File: config.mk
export PLATFORM = sky130hd
export DESIGN_NAME = paddle_render
export DESIGN_NICKNAME = d
export VERILOG_FILES = /design/src/rtl/paddle_render.sv
export SDC_FILE = /design/constraint.sdc
export NUM_CORES = 1
export LEC_CHECK = 0
export CAP_MARGIN = 10
export CORE_MARGIN = 2
export CORE_UTILIZATION = 48
export DETAILED_ROUTE_END_ITERATION = 7
export HOLD_SLACK_MARGIN = 0.12
export PLACE_DENSITY = 0.8
export SLEW_MARGIN = 20
export SYNTH_ARGS = -nofsm -noshare
export SYNTH_HDL_FRONTEND = slang
export SYNTH_SLANG_ARGS = --single-unit
export TNS_END_PERCENT = 5
File: constraint.sdc
create_clock -name clk -period 2.6 [get_ports clk]
set_input_delay 0.26 -clock clk [delete_from_list [all_inputs] [get_ports clk]]
set_output_delay 0.26 -clock clk [all_outputs]
set_load 0.02 [all_outputs]
File: src/rtl/paddle_render.sv
// Paddle renderer: on each accepted draw, optionally erases the paddle, applies one
// clamped move, then redraws it pixel by pixel for a framebuffer writer.
module paddle_render #(
  parameter int         PLAT_W    = 20,
  parameter int         PLAT_H    = 2,
  parameter int         PLAT_Y    = 64,
  parameter int         SCREEN_W  = 160,
  parameter int         STEP      = 1,
  parameter int         INIT_X    = 32,
  parameter int         ERASE_EN  = 1,
  parameter logic [2:0] COLOUR    = 3'b100,
  parameter logic [2:0] BG_COLOUR = 3'b000
) (
  input  logic       clk,
  input  logic       resetn,
  input  logic       draw,
  input  logic       enable,
  input  logic       left,
  input  logic       right,
  output logic [9:0] x,
  output logic [9:0] y,
  output logic [2:0] colour,
  output logic       writeEn,
  output logic [9:0] pos_x,
  output logic       busy,
  output logic       done
);

  localparam logic [2:0] S_IDLE  = 3'd0;
  localparam logic [2:0] S_ERASE = 3'd1;
  localparam logic [2:0] S_MOVE  = 3'd2;
  localparam logic [2:0] S_DRAW  = 3'd3;
  localparam logic [2:0] S_DONE  = 3'd4;

  localparam logic [9:0] MAX_X   = 10'(SCREEN_W - PLAT_W);
  localparam logic [9:0] STEP_V  = 10'(STEP);
  localparam logic [9:0] INIT_V  = 10'(INIT_X);
  localparam logic [9:0] LAST_QX = 10'(PLAT_W - 1);
  localparam logic [9:0] LAST_QY = 10'(PLAT_H - 1);
  localparam logic [9:0] Y0      = 10'(PLAT_Y);

  logic [2:0] state_r;
  logic [9:0] pos_r;
  logic [9:0] qx_r;
  logic [9:0] qy_r;
  logic       mv_l_r;
  logic       mv_r_r;
  logic [9:0] next_pos_s;
  logic       paint_s;

  // Clamped next position; arithmetic stays 10-bit because pos_r never exceeds MAX_X.
  always_comb begin
    next_pos_s = pos_r;
    if (mv_l_r && !mv_r_r) begin
      next_pos_s = (pos_r >= STEP_V) ? (pos_r - STEP_V) : 10'd0;
    end else if (mv_r_r && !mv_l_r) begin
      next_pos_s = ((pos_r + STEP_V) <= MAX_X) ? (pos_r + STEP_V) : MAX_X;
    end else begin
      next_pos_s = pos_r;
    end
  end

  // Pass sequencer, scan counters, latched move request and paddle position.
  always_ff @(posedge clk) begin
    if (!resetn) begin
      state_r <= S_IDLE;
      pos_r   <= INIT_V;
      qx_r    <= 10'd0;
      qy_r    <= 10'd0;
      mv_l_r  <= 1'b0;
      mv_r_r  <= 1'b0;
    end else begin
      case (state_r)
        S_IDLE: begin
          if (draw) begin
            mv_l_r  <= enable & left;
            mv_r_r  <= enable & right;
            state_r <= (ERASE_EN != 0) ? S_ERASE : S_MOVE;
          end
        end
        S_ERASE, S_DRAW: begin
          // Counters return to zero at the end of a scan so x/y idle at the paddle origin.
          if (qx_r == LAST_QX) begin
            qx_r <= 10'd0;
            if (qy_r == LAST_QY) begin
              qy_r    <= 10'd0;
              state_r <= (state_r == S_ERASE) ? S_MOVE : S_DONE;
            end else begin
              qy_r <= qy_r + 10'd1;
            end
          end else begin
            qx_r <= qx_r + 10'd1;
          end
        end
        S_MOVE: begin
          pos_r   <= next_pos_s;
          state_r <= S_DRAW;
        end
        S_DONE: begin
          state_r <= S_IDLE;
        end
        default: begin
          state_r <= S_IDLE;
          qx_r    <= 10'd0;
          qy_r    <= 10'd0;
        end
      endcase
    end
  end

  // Pixel stream and status, decoded from registered state only.
  always_comb begin
    paint_s = (state_r == S_ERASE) || (state_r == S_DRAW);
    writeEn = paint_s;
    x       = pos_r + qx_r;
    y       = Y0 + qy_r;
    colour  = (state_r == S_ERASE) ? BG_COLOUR : COLOUR;
    pos_x   = pos_r;
    busy    = (state_r != S_IDLE);
    done    = (state_r == S_DONE);
  end

endmodule

After elaboration in Yosys (flattened, before gate mapping)
Cells that the tools add are included.

cells by class
  $add $sub $neg = 6
  magnitude comparators = 2
  eq/ne operators = 9
  mux-type cells = 15
  bitwise operators = 3
  reductions and logical operators = 14

operator list
  operator                 number
  $mux W10                 7
  $pmux W10 S2             2
  $add A10 B1 Y10 const B  3
  $mux W3                  5
  $add A10 B10 Y10         1
  $add A7 B10 Y10 const A  1
  $eq A10 B1 Y1 const B    1
  $eq A10 B5 Y1 const B    1
  $ge A10 B1 Y1 const B    1
  $le A10 B8 Y1 const B    1
  $sub A10 B1 Y10 const B  1
  $pmux W3 S3              1
  $eq A3 B2 Y1 const B     2
  $ne A2 B2 Y1 const B     3
  $reduce_and A2 Y1        3
  $eq A3 B1 Y1 const B     1
  $eq A3 B3 Y1 const B     1
  $logic_not A3 Y1         1
  $reduce_and A3 Y1        1
  $reduce_bool A3 Y1       1
  $reduce_or A3 Y1         1
  $and A1 B1 Y1            2
  $logic_and A1 B1 Y1      2
  $logic_not A1 Y1         2
  4 further kinds          4

word-level totals
  register bits = 35
  output and inout bits = 36
  word-level logic and storage cells = 55

Logic depth before layout (Yosys ltp)
  depth after elaboration = 5
  gate-level depth with buffers = 8
  gate-level depth less buffers = 8

Least setup slack after synthesis
Ideal clock, no wire load.

  path kind = flip-flop to output port
  start = reg pos_r[0], in the netlist pos_x[0]
  end = out x[8]
  data arrival time = 2.194 ns
  setup slack = 0.146 ns
  cell stages (with the launch flop) = 9
  buffers on the path = 0
  path through = dfxtp_1 -> ha_1 -> fa_1 -> a21o_1 -> a21oi_1 -> nor2b_1 -> o21a_1 -> o41ai_1 -> xnor2_1

between the ends
  word-level cells in the longest chain between the ends = 1

ends and longest elaborated chain
  what                    line  text
  start, declared         43    logic [9:0] pos_r;
  start signal, assigned  96    pos_r <= next_pos_s;
  $add A10 B10 Y10        115   x = pos_r + qx_r;
  end, declared           20    output logic [9:0] x,

No other way between the ends.

Worst setup path after layout
  start = reg qx_r[0]
  end = out x[8]

between the ends
  word-level cells in the longest chain between the ends = 1

ends and longest elaborated chain
  what                    line  text
  start, declared         44    logic [9:0] qx_r;
  start signal, assigned  92    qx_r <= qx_r + 10'd1;
  $add A10 B10 Y10        115

No other way between the ends.

==> metrics.yaml <==
outcome: "complete, no violations"
drtAntennaViolNets: 0
hpwl_um: 4660
cts_buffers: 5
drc: 0
row_count: 26
cellPowerDensity_nw_per_um2: 368
synth_area_um2: 2640
cts_tree: "done"
cts_setup_buffers: 0
critPathMaxFanout: 2
crit_path_cell_trace: "ha_4 -> fa_2 -> a21o_1 -> a21oi_2 -> nor2b_1 -> o21a_1 -> o41ai_2 -> xnor2_1 -> buf_2"
post-route-period-util_pct: 99.7
min_path_type: "flop to flop"
coreArea_um2: 5200
multi_input_area_um2: 1800
drive_gt1_share_pct: 14.1
utilization_pct: 62.1
fmax_ghz: 0.386
setup_viol: 0
syn_to_final_growth_pct: 22.4
cp-end-kind: "output port"
grt_max_degree: 15
nNetsFinal: 392
start_util_pct: 50.7
port_buffers: 39
seq_area_frac_synth_pct: 26.6
whs_ns: 0.475
dpl_cell_area_um2: 3120
drt_first_pass_iters: 4
grt_pass1_wl_um: 10600
synth_ff_type: "dfxtp_1"
maxCapViolations: 0
yosys_warnings: 0
slew_violations: 0
clk-insertion-delay-late_ns: 0.29
relSlewSlack_pct: 64.6
rsz0062_at_grt: "true"
fp.dieW_um: 78.1
period_minus_slack_ns: 2.59
seq_area_um2: 703
path_class: "flop to output port"
totalWireLength_um: 6160
vias: 2447
clockBufferDepth: 2
synth_top_cell_area_share_pct: 26.6
clkSinkCount: 35
dieArea_um2: 6110
hold_viol: 0
ys_ff_latch: 35
synth_area_leader_cell: "dfxtp_1"
gr-total-overflow: 0
viasPerCell: 5.59
critPathArrivalTime_ns: 2.33
grt_pass1_vias: 2217
worst_ep_required_time_ns: 2.34
gp_congestion: 0.917
routedWlPerCell_um: 14.1
grt_usage_pct: 21.4
pin_count: 42
ys_types: 63
start_kind: "flop"
dr.first_iter.drc_count: 126
htreeDepth: 2
path_buf_inv: 1
clk_pin_slew_worst_paths_ns: 0.07
cts_root_buf: "clkbuf_8"
slowest_stage: "dfxtp_2"
synth_common_cells: "nor2_1 (37), dfxtp_1 (35), nand2_1 (31)"
ctsHoldBuffers: 0
synth-async-reset-ratio_pct: 0
synth_edf_count: 0
yosysMostFrequentCell: "nor2_1"
num_antenna_cells: 0
cp_top_family: "compound AO/OA/AOI/OAI gates"
slowest_delay_ns: 0.34
irDropWorstVdd_uv: 273
setup_tns_ns: 0
fin_skew_ns: 0.00401
ys_top_cells_by_area: "dfxtp_1 (27%), ha_1 (8.5%), xnor2_1 (5.3%)"
synthCells: 323
fin_area_um2: 3230
nFillCells: 470
antenna_found_initial: 0
static-leakage-power_nw: 1.33
dieHeight_um: 78.1
tightest_slew_ns: 0.524
avgSynthCellArea_um2: 8.17
==> kinds of logic after synthesis <==
| family | count (synthesis) | synth area share [%] |
|---|---|---|
| compound gates | 65 | 18.4 |
| xor+xnor | 31 | 10.3 |
| fa+ha+maj | 19 | 9.29 |
| buf+inv | 32 | 6.69 |
| flops | 35 | 26.6 |
| mux | 3 | 1.33 |
| other cells | 1 | 0.142 |
| simple gates | 137 | 27.3 |
==> worst paths after layout <==
| path | startpoint | endpoint | slack [ns] | cells after the start |
|---|---|---|---|---|
| setup / recovery | qx_r[0] | x[8] | 0.008 | 9 |
| hold / removal | mv_r_r | mv_r_r | 0.48 | 2 |
| setup reg to reg | pos_x[1] | pos_x[4] | 0.30 | 8 |
| hold reg to reg | mv_r_r | mv_r_r | 0.48 | 2 |
==> power by group <==
part	internal (mW)	total (mW)	switching, mW
logic	0.0962	0.227	0.131
clock network	0.187	0.393	0.206
registers	0.551	0.570	0.0193
==> worst reg2reg max path, delay by kind of cell, from the launching register on <==
kind | cells | cell delay (ns)
fa+ha+maj | 1 | 0.26
simple gates | 2 | 0.65
flops | 1 | 0.39
buf+inv | 1 | 0.18
compound gates | 4 | 0.72
==> sequential cells by signal (all words and copies together), names as in the netlist <==
signal,cells
qy_r,10
mv_r_r,1
mv_l_r,1
pos_x,10
qx_r,10
state_r,3
==> timing repair <==
item | in CTS | in global routing
setup endpoints to repair | 6 | 4
pin swaps | 3 | 2
gates resized for setup | 16 | 8
==> placed cells by master (no fill, tap or decap), types with 2 or more instances in the layout <==
master | netlist | routed
a21boi_0 | 5 | 5
a21o_1 | 6 | 6
a21oi_1 | 10 | 8
a21oi_2 | 1 | 2
a31o_2 | 2 | 2
a41oi_1 | 2 | 2
and2_1 | 4 | 4
and3_1 | 6 | 6
and4_1 | 2 | 2
buf_4 | 9 | 18
clkbuf_2 | 0 | 2
clkbuf_8 | 1 | 5
clkdlybuf4s50_1 | 0 | 33
conb_1 | 1 | 2
dfxtp_1 | 35 | 33
dfxtp_2 | 0 | 2
dlygate4sd2_1 | 0 | 2
ha_1 | 18 | 17
inv_1 | 11 | 11
mux2i_1 | 2 | 2
nand2_1 | 31 | 31
nand2b_1 | 2 | 2
nand3_1 | 14 | 14
nand3b_1 | 2 | 2
nand4_1 | 6 | 6
nand4b_1 | 2 | 2
nor2_1 | 37 | 37
nor2b_1 | 6 | 6
nor3_1 | 13 | 13
o211ai_1 | 3 | 3
o21a_1 | 4 | 4
o21ai_0 | 10 | 10
o21ai_2 | 2 | 2
o221a_2 | 3 | 3
o31a_1 | 3 | 3
o31ai_1 | 2 | 2
xnor2_1 | 16 | 16
xor2_1 | 15 | 15
==> stage by stage <==
step	cells	setup slack, ns	total power, mW
final	438	0.00844	1.19
after floorplan	324	0.146	0.732
after global routing	438	-0.0620	1.25
after CTS	438	-0.0936	1.19
after global placement	430	-0.306	0.798
after detailed placement	430	-0.347	0.804
==> routing by layer <==
layer,track usage (%),vias up,share of wire [%]
li1,-,1229,-
met5,0,-,0
met1,29.0,1140,47
met4,6.32,0,1.4
met2,34.7,69,47
met3,4.02,9,5.1
==> layout make-up <==
cell class,count,share of cell area (%)
flip-flops and latches,35,21.8
clock buffers,6,2.25
repair buffers,57,15.8
multi-input cells,257,55.8
clock inverters,2,0.387
inverters,11,1.28
well taps,70,2.71
(Power assumes the default switching activity.)
